## src/rtl/hazard_scoreboard.sv

```systemverilog
// hazard_scoreboard: issue interlock between decode and execute.
// Keeps one pending-write counter per architectural register (x1..x31),
// stalls decode on RAW hazards or counter saturation, and sequences a
// drain (fence) that holds issue until every in-flight write has retired.
// Optional performance counters are enabled by defining
// HAZARD_SCOREBOARD_PERF_EN.
module hazard_scoreboard #(
    parameter int CNT_W     = 2,
    parameter bit WB_BYPASS = 1'b1
) (
    input  logic       clock,
    input  logic       reset_n,
    input  logic       issue_valid,
    input  logic [4:0] addr_rs1,
    input  logic [4:0] addr_rs2,
    input  logic       rs1_dependency,
    input  logic       rs2_dependency,
    input  logic [4:0] rd,
    input  logic       rd_write,
    output logic       issue_ready,
    output logic       issue_fire,
    input  logic       wb_valid,
    input  logic [4:0] wb_rd,
    input  logic       flush,
    input  logic       fence_req,
    output logic       fence_done,
    output logic       busy,
    output logic       wb_error
`ifdef HAZARD_SCOREBOARD_PERF_EN
    ,
    output logic [31:0] stall_cycles,
    output logic [31:0] fence_cycles
`endif
);

    typedef enum logic [1:0] {IDLE, DRAIN, DONE} state_t;

    localparam logic [CNT_W-1:0] CNT_MAX = '1;
    localparam logic [CNT_W-1:0] CNT_ONE = CNT_W'(1);

    // Entry 0 exists only to keep indexing simple; it is never written.
    logic [CNT_W-1:0] cnt      [32];
    logic [CNT_W-1:0] cnt_next [32];
    state_t           state, state_next;

    logic pend_rs1, pend_rs2, rd_full, hazard;
    logic any_next, wb_err_hit;

    // Hazard detection: a source is pending unless its last write retires now (bypass).
    always_comb begin
        // NOTE: every combinational output gets a default first so no path can infer a latch.
        pend_rs1 = 1'b0;
        pend_rs2 = 1'b0;
        if (addr_rs1 != 5'd0)
            pend_rs1 = (cnt[addr_rs1] != '0) &&
                       !(WB_BYPASS && cnt[addr_rs1] == CNT_ONE && wb_valid && wb_rd == addr_rs1);
        if (addr_rs2 != 5'd0)
            pend_rs2 = (cnt[addr_rs2] != '0) &&
                       !(WB_BYPASS && cnt[addr_rs2] == CNT_ONE && wb_valid && wb_rd == addr_rs2);
        // WAW is fine; only a saturated destination counter blocks issue.
        rd_full = rd_write && (rd != 5'd0) && (cnt[rd] == CNT_MAX);
        hazard  = (rs1_dependency && pend_rs1) || (rs2_dependency && pend_rs2) || rd_full;
    end

    assign issue_ready = !hazard && !flush && (state == IDLE);
    assign issue_fire  = issue_valid && issue_ready;

    // Next-state counters: +1 on issue to r, -1 on retire of r, flush clears everything.
    always_comb begin
        any_next   = 1'b0;
        wb_err_hit = wb_valid && (wb_rd != 5'd0) && (cnt[wb_rd] == '0);
        for (int r = 0; r < 32; r++) begin
            cnt_next[r] = cnt[r];
            if (r != 0) begin
                if ((issue_fire && rd_write && rd == 5'(r)) &&
                    !(wb_valid && wb_rd == 5'(r) && cnt[r] != '0))
                    cnt_next[r] = cnt[r] + CNT_ONE;
                else if (!(issue_fire && rd_write && rd == 5'(r)) &&
                         (wb_valid && wb_rd == 5'(r) && cnt[r] != '0))
                    cnt_next[r] = cnt[r] - CNT_ONE;
            end
            if (flush)
                cnt_next[r] = '0;
            any_next = any_next || (cnt_next[r] != '0);
        end
    end

    // Fence sequencer next state; flush always returns to IDLE without a done pulse.
    always_comb begin
        state_next = state;
        unique case (state)
            IDLE:    if (fence_req) state_next = DRAIN;
            DRAIN:   if (!any_next) state_next = DONE;
            DONE:    state_next = IDLE;
            default: state_next = IDLE;
        endcase
        if (flush)
            state_next = IDLE;
    end

    // State, counters and registered status flags.
    always_ff @(posedge clock or negedge reset_n) begin
        if (!reset_n) begin
            state      <= IDLE;
            fence_done <= 1'b0;
            busy       <= 1'b0;
            wb_error   <= 1'b0;
            // NOTE: the counter array is a bank of flops, not a RAM, so it is reset like any other state.
            for (int r = 0; r < 32; r++)
                cnt[r] <= '0;
        end else begin
            // NOTE: sequential state uses non-blocking assignments so every flop samples pre-edge values.
            state      <= state_next;
            fence_done <= (state_next == DONE);
            busy       <= any_next;
            wb_error   <= wb_error || wb_err_hit;
            for (int r = 0; r < 32; r++)
                cnt[r] <= cnt_next[r];
        end
    end

`ifdef HAZARD_SCOREBOARD_PERF_EN
    // Free-running performance counters, wrapping modulo 2^32.
    always_ff @(posedge clock or negedge reset_n) begin
        if (!reset_n) begin
            stall_cycles <= '0;
            fence_cycles <= '0;
        end else begin
            if (issue_valid && !issue_ready && state == IDLE)
                stall_cycles <= stall_cycles + 32'd1;
            if (state != IDLE)
                fence_cycles <= fence_cycles + 32'd1;
        end
    end
`endif

endmodule

```

## config.mk

```make
export PLATFORM = sky130hd
export DESIGN_NAME = hazard_scoreboard
export DESIGN_NICKNAME = d
export VERILOG_FILES = /design/src/rtl/hazard_scoreboard.sv
export SDC_FILE = /design/constraint.sdc
export NUM_CORES = 1
export LEC_CHECK = 0
export CORE_MARGIN = 10
export CORE_UTILIZATION = 60
export DETAILED_ROUTE_END_ITERATION = 8
export DONT_BUFFER_PORTS = 1
export GPL_ROUTABILITY_DRIVEN = 0
export PLACE_DENSITY_LB_ADDON = 0.08
export REMOVE_ABC_BUFFERS = 1
export SETUP_SLACK_MARGIN = 0.2
export SYNTH_ARGS = -nofsm -noshare
export SYNTH_HDL_FRONTEND = slang
export SYNTH_SLANG_ARGS = --single-unit
```

## constraint.sdc

```tcl
create_clock -name clock -period 4.7 [get_ports clock]
set_input_delay 0.94 -clock clock [delete_from_list [all_inputs] [get_ports clock]]
set_output_delay 0.94 -clock clock [all_outputs]
set_load 0.02 [all_outputs]
```

# Word level (Yosys, flattened, before mapping)
# Cells that the tools add are included.
dict set report word_totals {
  reg_bits 69
  inputBits 29
  output_inout_bits 5
  word_cells 629
}
dict set report op_classes {
  order_cmp 4
  bitwise 4
  muxes 112
  addsub 62
  n_reduce_logical 342
  n_eq_ne 69
}
# cell n
set ops {}
lappend ops {{$mux 2} 105}
lappend ops {{$logic_and 1x1->1} 171}
lappend ops {{$eq 5x5->1 const B} 32}
lappend ops {{$reduce_bool 2->1} 65}
lappend ops {{$eq 5x4->1 const B} 16}
lappend ops {{$logic_not 1->1} 66}
lappend ops {{$add 2x1->2 const B} 31}
lappend ops {{$sub 2x1->2 const B} 31}
lappend ops {{$bmux 2 s5} 4}
lappend ops {{$eq 5x3->1 const B} 8}
lappend ops {{$logic_or 1x1->1} 34}
lappend ops {{$ge 6x6->1 const B} 4}
lappend ops {{$not 5->6} 4}
lappend ops {{$eq 5x2->1 const B} 4}
lappend ops {{$reduce_bool 5->1} 4}
lappend ops {{$eq 5x1->1 const B} 2}
lappend ops {{$eq 5x5->1} 2}
lappend ops {{$eq 2x1->1 const B} 3}
lappend ops {{$eq 2x2->1 const B} 2}
lappend ops {{$logic_not 2->1} 2}
lappend ops {{$pmux 2 s2} 1}
lappend ops {{$mux 1} 2}

# Logic depth before layout (Yosys ltp)
dict set report depth {
  word_depth 60
  depth_mapped 17
  depth_no_buf 13
}

# Worst setup path before layout
# No wires, ideal clock.
dict set report synth_path {
  kind {input port to flip-flop}
  from {input rd[0]}
  to {register fence_done}
  path_stages 15
  slack_ns 0.034
  n_path_buf 3
  setup_ns 0.068
  arrival_time_ns 4.597
  t_required_ns 4.632
  cell_sequence {buf_6 > buf_6 > mux4_2 > a22oi_1 > nand2_1 > nand3_1 > nand2_4 > or4_4 > buf_6 > o211a_1 > nor4_2 > nand3_1 > or4_4 > nor4_4 > and4_1}
}
dict set report synth_between {
  elab_chain_len 54
  elab_cells_between_ends 328
  cone_classes {33 x eq/ne; 99 x mux; 1 x bitwise; 195 x reduce/logical}
}
# element line
set synth_rtl {}
lappend synth_rtl {{start: declaration} 18} ;# input logic [4:0] rd,
lappend synth_rtl {{$not 5->6 (not written as such)} 61} ;# rd_full = rd_write && (rd != 5'd0) && (cnt[rd] == CNT_MAX);
lappend synth_rtl {{$bmux 2 s5} 61}
lappend synth_rtl {{$mux 2 (not written as such) (2 in a row)} 61}
lappend synth_rtl {{$eq 2x2->1} 61}
lappend synth_rtl {{$logic_and 1x1->1} 61}
lappend synth_rtl {{$logic_or 1x1->1} 62} ;# hazard = (rs1_dependency && pend_rs1) || (rs2_dependency && pend_rs2) || rd_full;
lappend synth_rtl {{$logic_not 1->1} 65} ;# assign issue_ready = !hazard && !flush && (state == IDLE);
lappend synth_rtl {{$logic_and 1x1->1 (2 in a row)} 65}
lappend synth_rtl {{[7 not listed]} n/a}
lappend synth_rtl {{$mux 2} 82} ;# if (flush)
lappend synth_rtl {{$reduce_bool 2->1} 84} ;# any_next = any_next || (cnt_next[r] != '0);
lappend synth_rtl {{$logic_or 1x1->1 (30 in a row)} 84}
lappend synth_rtl {{$logic_or 1x1->1 *} 84}
lappend synth_rtl {{$mux 2 *} 93} ;# DRAIN: if (!any_next) state_next = DONE;
lappend synth_rtl {{$pmux 2 s2 *} 91} ;# unique case (state)
lappend synth_rtl {{$mux 2 *} 97} ;# if (flush)
lappend synth_rtl {{$eq 2x2->1 *} 114} ;# fence_done <= (state_next == DONE);
lappend synth_rtl {{end signal: assignment} 114}
lappend synth_rtl {{end: declaration} 26} ;# output logic fence_done,
# Every way passes the cells marked *; elsewhere a longest branch is shown, timed or not. The select of a mux whose other input is x is not followed.

# Final worst setup path
dict set report layout_path {
  from {input addr_rs1[0]}
  to {register fence_done}
}
dict set report layout_between {
  elab_chain_len 60
  elab_cells_between_ends 304
  cone_classes {3 x eq/ne; 100 x mux; 1 x bitwise; 200 x reduce/logical}
}
# element line
set layout_rtl {}
lappend layout_rtl {{start: declaration} 14} ;# input logic [4:0] addr_rs1,
lappend layout_rtl {{$not 5->6 (not written as such)} {55, 56}}
lappend layout_rtl {{$bmux 2 s5} {55, 56}}
lappend layout_rtl {{$mux 2 (not written as such) (2 in a row)} {55, 56}}
lappend layout_rtl {{$eq 2x1->1} 56} ;# !(WB_BYPASS && cnt[addr_rs1] == CNT_ONE && wb_valid && wb_rd == addr_rs1);
lappend layout_rtl {{$logic_and 1x1->1 (2 in a row)} 56}
lappend layout_rtl {{$logic_not 1->1} 56}
lappend layout_rtl {{$logic_and 1x1->1} 55} ;# pend_rs1 = (cnt[addr_rs1] != '0) &&
lappend layout_rtl {{$mux 1 *} 54} ;# if (addr_rs1 != 5'd0)
lappend layout_rtl {{[13 not listed]} n/a}
lappend layout_rtl {{$mux 2} 82}
lappend layout_rtl {{$reduce_bool 2->1} 84}
lappend layout_rtl {{$logic_or 1x1->1 (30 in a row)} 84}
lappend layout_rtl {{$logic_or 1x1->1 *} 84}
lappend layout_rtl {{$mux 2 *} 93}
lappend layout_rtl {{$pmux 2 s2 *} 91}
lappend layout_rtl {{$mux 2 *} 97}
lappend layout_rtl {{$eq 2x2->1 *} 114}
# Marks and branches as above.

==> metrics <==
Max Cap Viol 0; clk sinks 69; final hold slack 0.275 ns; Post-synth top cells nor2_1, inv_1, dfrtp_1, xnor2_1; IO Pins 34; DRC 0; final std cells w/o fill 1,215; CTS tree done; placement-stage cell area 8700 sq um; Sequential Power Share 36.8%; Psw 0.458 mW; vias per inst 7.58; share of synthesized flip-flops with an asynchronous set or reset 100%; DRT antenna net count 0; CP Max Fanout 26; total negative slack 0 ns; Synth top area share 21.2%; post-synth top area cell dfrtp_1; Primary FF master, synth dfrtp_1; Fin. Hold Viols 0; Syn-to-layout area delta 13.3%; number of buffers created by CTS 9; Horiz. Die Dim 136 um; initial core utilization 61.5%; Yosys cell types 73; clock buffer depth 2; status finished clean; Mapped Cells 994; layout cell share with drive strength beyond 1 17.4%; post-layout util 69.7%; Synth area leaders dfrtp_1, mux4_2, xnor2_1; Port-buffer cells 0; number of global-route vias before repair 8,802; GRT Total Usage 35.0%; CTS hold repair buffers 0; final setup fails 0; Max H-tree Level 3; routed len/inst 27.4 um; Root Buffer clkbuf_16; Nets 1,091; final WL 33.3 mm; worst slew pin tran 0.931 ns; Internal Pwr Total 1.18 mW; # fillers 1,088; Synth Cell Area 8140 sq um; synthesized flop and latch total 69; global-route wire length before repair 50.1 mm; Detailed Place HPWL 24.0 mm; count leader, synth nor2_1; Leak 3.46 nW; crit share post-route 93.9%; Max-Slew Margin vs Limit 37.8%; Worst R2R Path Depth 16; Crit. End Element register; final slew viol count 0; Final Cell Area 9230 sq um; Sw Ratio 27.9%; min cycle time layout 4.42 ns; FP Rows 42; initial antenna violation count 3; critical setup path kind input port to register; peak supply drop 0.000144 V; PD cells 178 nW/um^2; Clk pwr share 46.1%; RSZ-0062 raised after global routing no; Max Fclk 0.226 GHz; synthesized area per cell 8.19 sq um; worst-case setup slack after placement -0.212 ns; WP data required 5.00 ns; Starting DRT DRC Count 1,580; clk_lat worst skew 0.36 ns; Std-Cell Core Area 13,200 sq um; nature of the critical path startpoint input port; Tot Pwr 1.64 mW; Placed Cells 1,189; Worst Clk Skew 0.00666 ns; combinational fraction of design power 17.1%; Die ar. 18,600 sq um; number of flops mapped to enable cells by yosys 0; Final WS setup 0.285 ns; Die Y 136 um; grt ovf 0; Hold WC Path Type input port to async pin; reg2reg setup slack 0.29 ns; post-synthesis sequential area ratio 21.2%; crit path DAT 4.71 ns; clk slew on worst S/H paths 0.06 ns; DRT Pass-1 Iters 9; vias post-DR 9,213; pin count of the biggest net entering global routing 70; Synth warnings 0
-- layout by cell type (no fill, tap or decap), types with 6 or more instances in the layout --
master and instances:
buf_4 88, nor2_1 82, inv_1 71, dfrtp_1 69, xnor2_1 58, nand2_1 56, nor3_1 53, mux2i_1 42
a21oi_1 41, or3_1 37, mux4_2 33, o21ai_0 33, ha_1 31, a22oi_1 28, nand3_1 25, a31oi_1 24
nand4_1 22, and2_1 19, nor4_1 18, a311oi_1 13, maj3_1 13, o211ai_1 11, nor2b_1 10, clkbuf_16 10
and3_1 9, xor2_1 8, or2_2 7, nand2b_1 6, and4_1 6
-- final timing paths --
kind,startpoint,to
max in group asynchronous,reset_n,cnt[54]
worst max register to register,cnt[2],fence_done
min in group clock,state[0],state[0]
worst min-delay path,reset_n,cnt[60]
worst min register to register,state[0],state[0]
worst max-delay path,addr_rs1[0],fence_done
-- power groups by stage --
stage / sequential (mW) / clock, mW / combinational (mW)
after floorplan: 0.613 / 0 / 0.138
after global placement: 0.614 / 0 / 0.230
after detailed placement: 0.614 / 0 / 0.233
after CTS: 0.603 / 0.755 / 0.235
after global routing: 0.603 / 0.776 / 0.288
final: 0.603 / 0.756 / 0.281
-- flip-flops by register name, indices dropped and copies added, names as in the netlist --
register / flops
cnt: 64
wb_error: 1
fence_done: 1
state: 2
busy: 1
-- area by class of cell --
| cell class | instances | area (sq um) | area share (%) |
|---|---|---|---|
| well taps | 176 | 220 | 2.39 |
| clock inverters | 5 | 75.1 | 0.814 |
| repair buffers | 92 | 737 | 7.99 |
| flip-flops and latches | 69 | 1730 | 18.7 |
| inverters | 71 | 267 | 2.89 |
| diodes | 3 | 7.51 | 0.0814 |
| clock buffers | 11 | 233 | 2.52 |
| multi-input cells | 788 | 5960 | 64.6 |
-- worst max-delay path, cell delays in order --
cell     delay [ns]
mux4_2         0.48
mux2_2         0.27
o21ai_1        0.08
a32oi_1        0.14
a32o_2         0.32
or4_4          0.60
buf_6          0.16
o211a_4        0.23
nor4_4         0.20
nand3_1        0.14
or4_4          0.54
nor4_4         0.36
and4_1         0.23
-- logic make-up (layout without fill, tap and decap cells) --
| family | count (synthesis) | count (layout) | share of synthesized area [%] |
|---|---|---|---|
| and+or+nand+nor | 388 | 388 | 25.7 |
| other | 0 | 3 | 0 |
| AOI/OAI and AO/OA | 211 | 211 | 17.6 |
| buffers and inverters | 137 | 179 | 7.21 |
| xor gates and xnor gates | 66 | 66 | 7.10 |
| adders and majority gates | 44 | 44 | 6.36 |
| muxes | 79 | 79 | 14.8 |
| DFF | 69 | 69 | 21.2 |
-- what timing repair did --
action                                  in CTS  in global routing
resized for setup                            4                 27
pin swaps                                    0                 13
endpoints found under the setup margin       4                  4
gates cloned                                 0                  1
buffers inserted                             0                  6
-- routing by layer --
layer | routed length, um | up-vias | global-route usage, % | part of all wire, %
met5 | 68 | - | 0 | 0.20
met4 | 2770 | 2 | 22.5 | 8.3
met3 | 5570 | 269 | 14.7 | 17
met2 | 13500 | 886 | 49.8 | 41
met1 | 11400 | 4247 | 42.6 | 34
li1 | - | 3809 | - | -
Note: power is estimated with default switching activity, not from simulation.
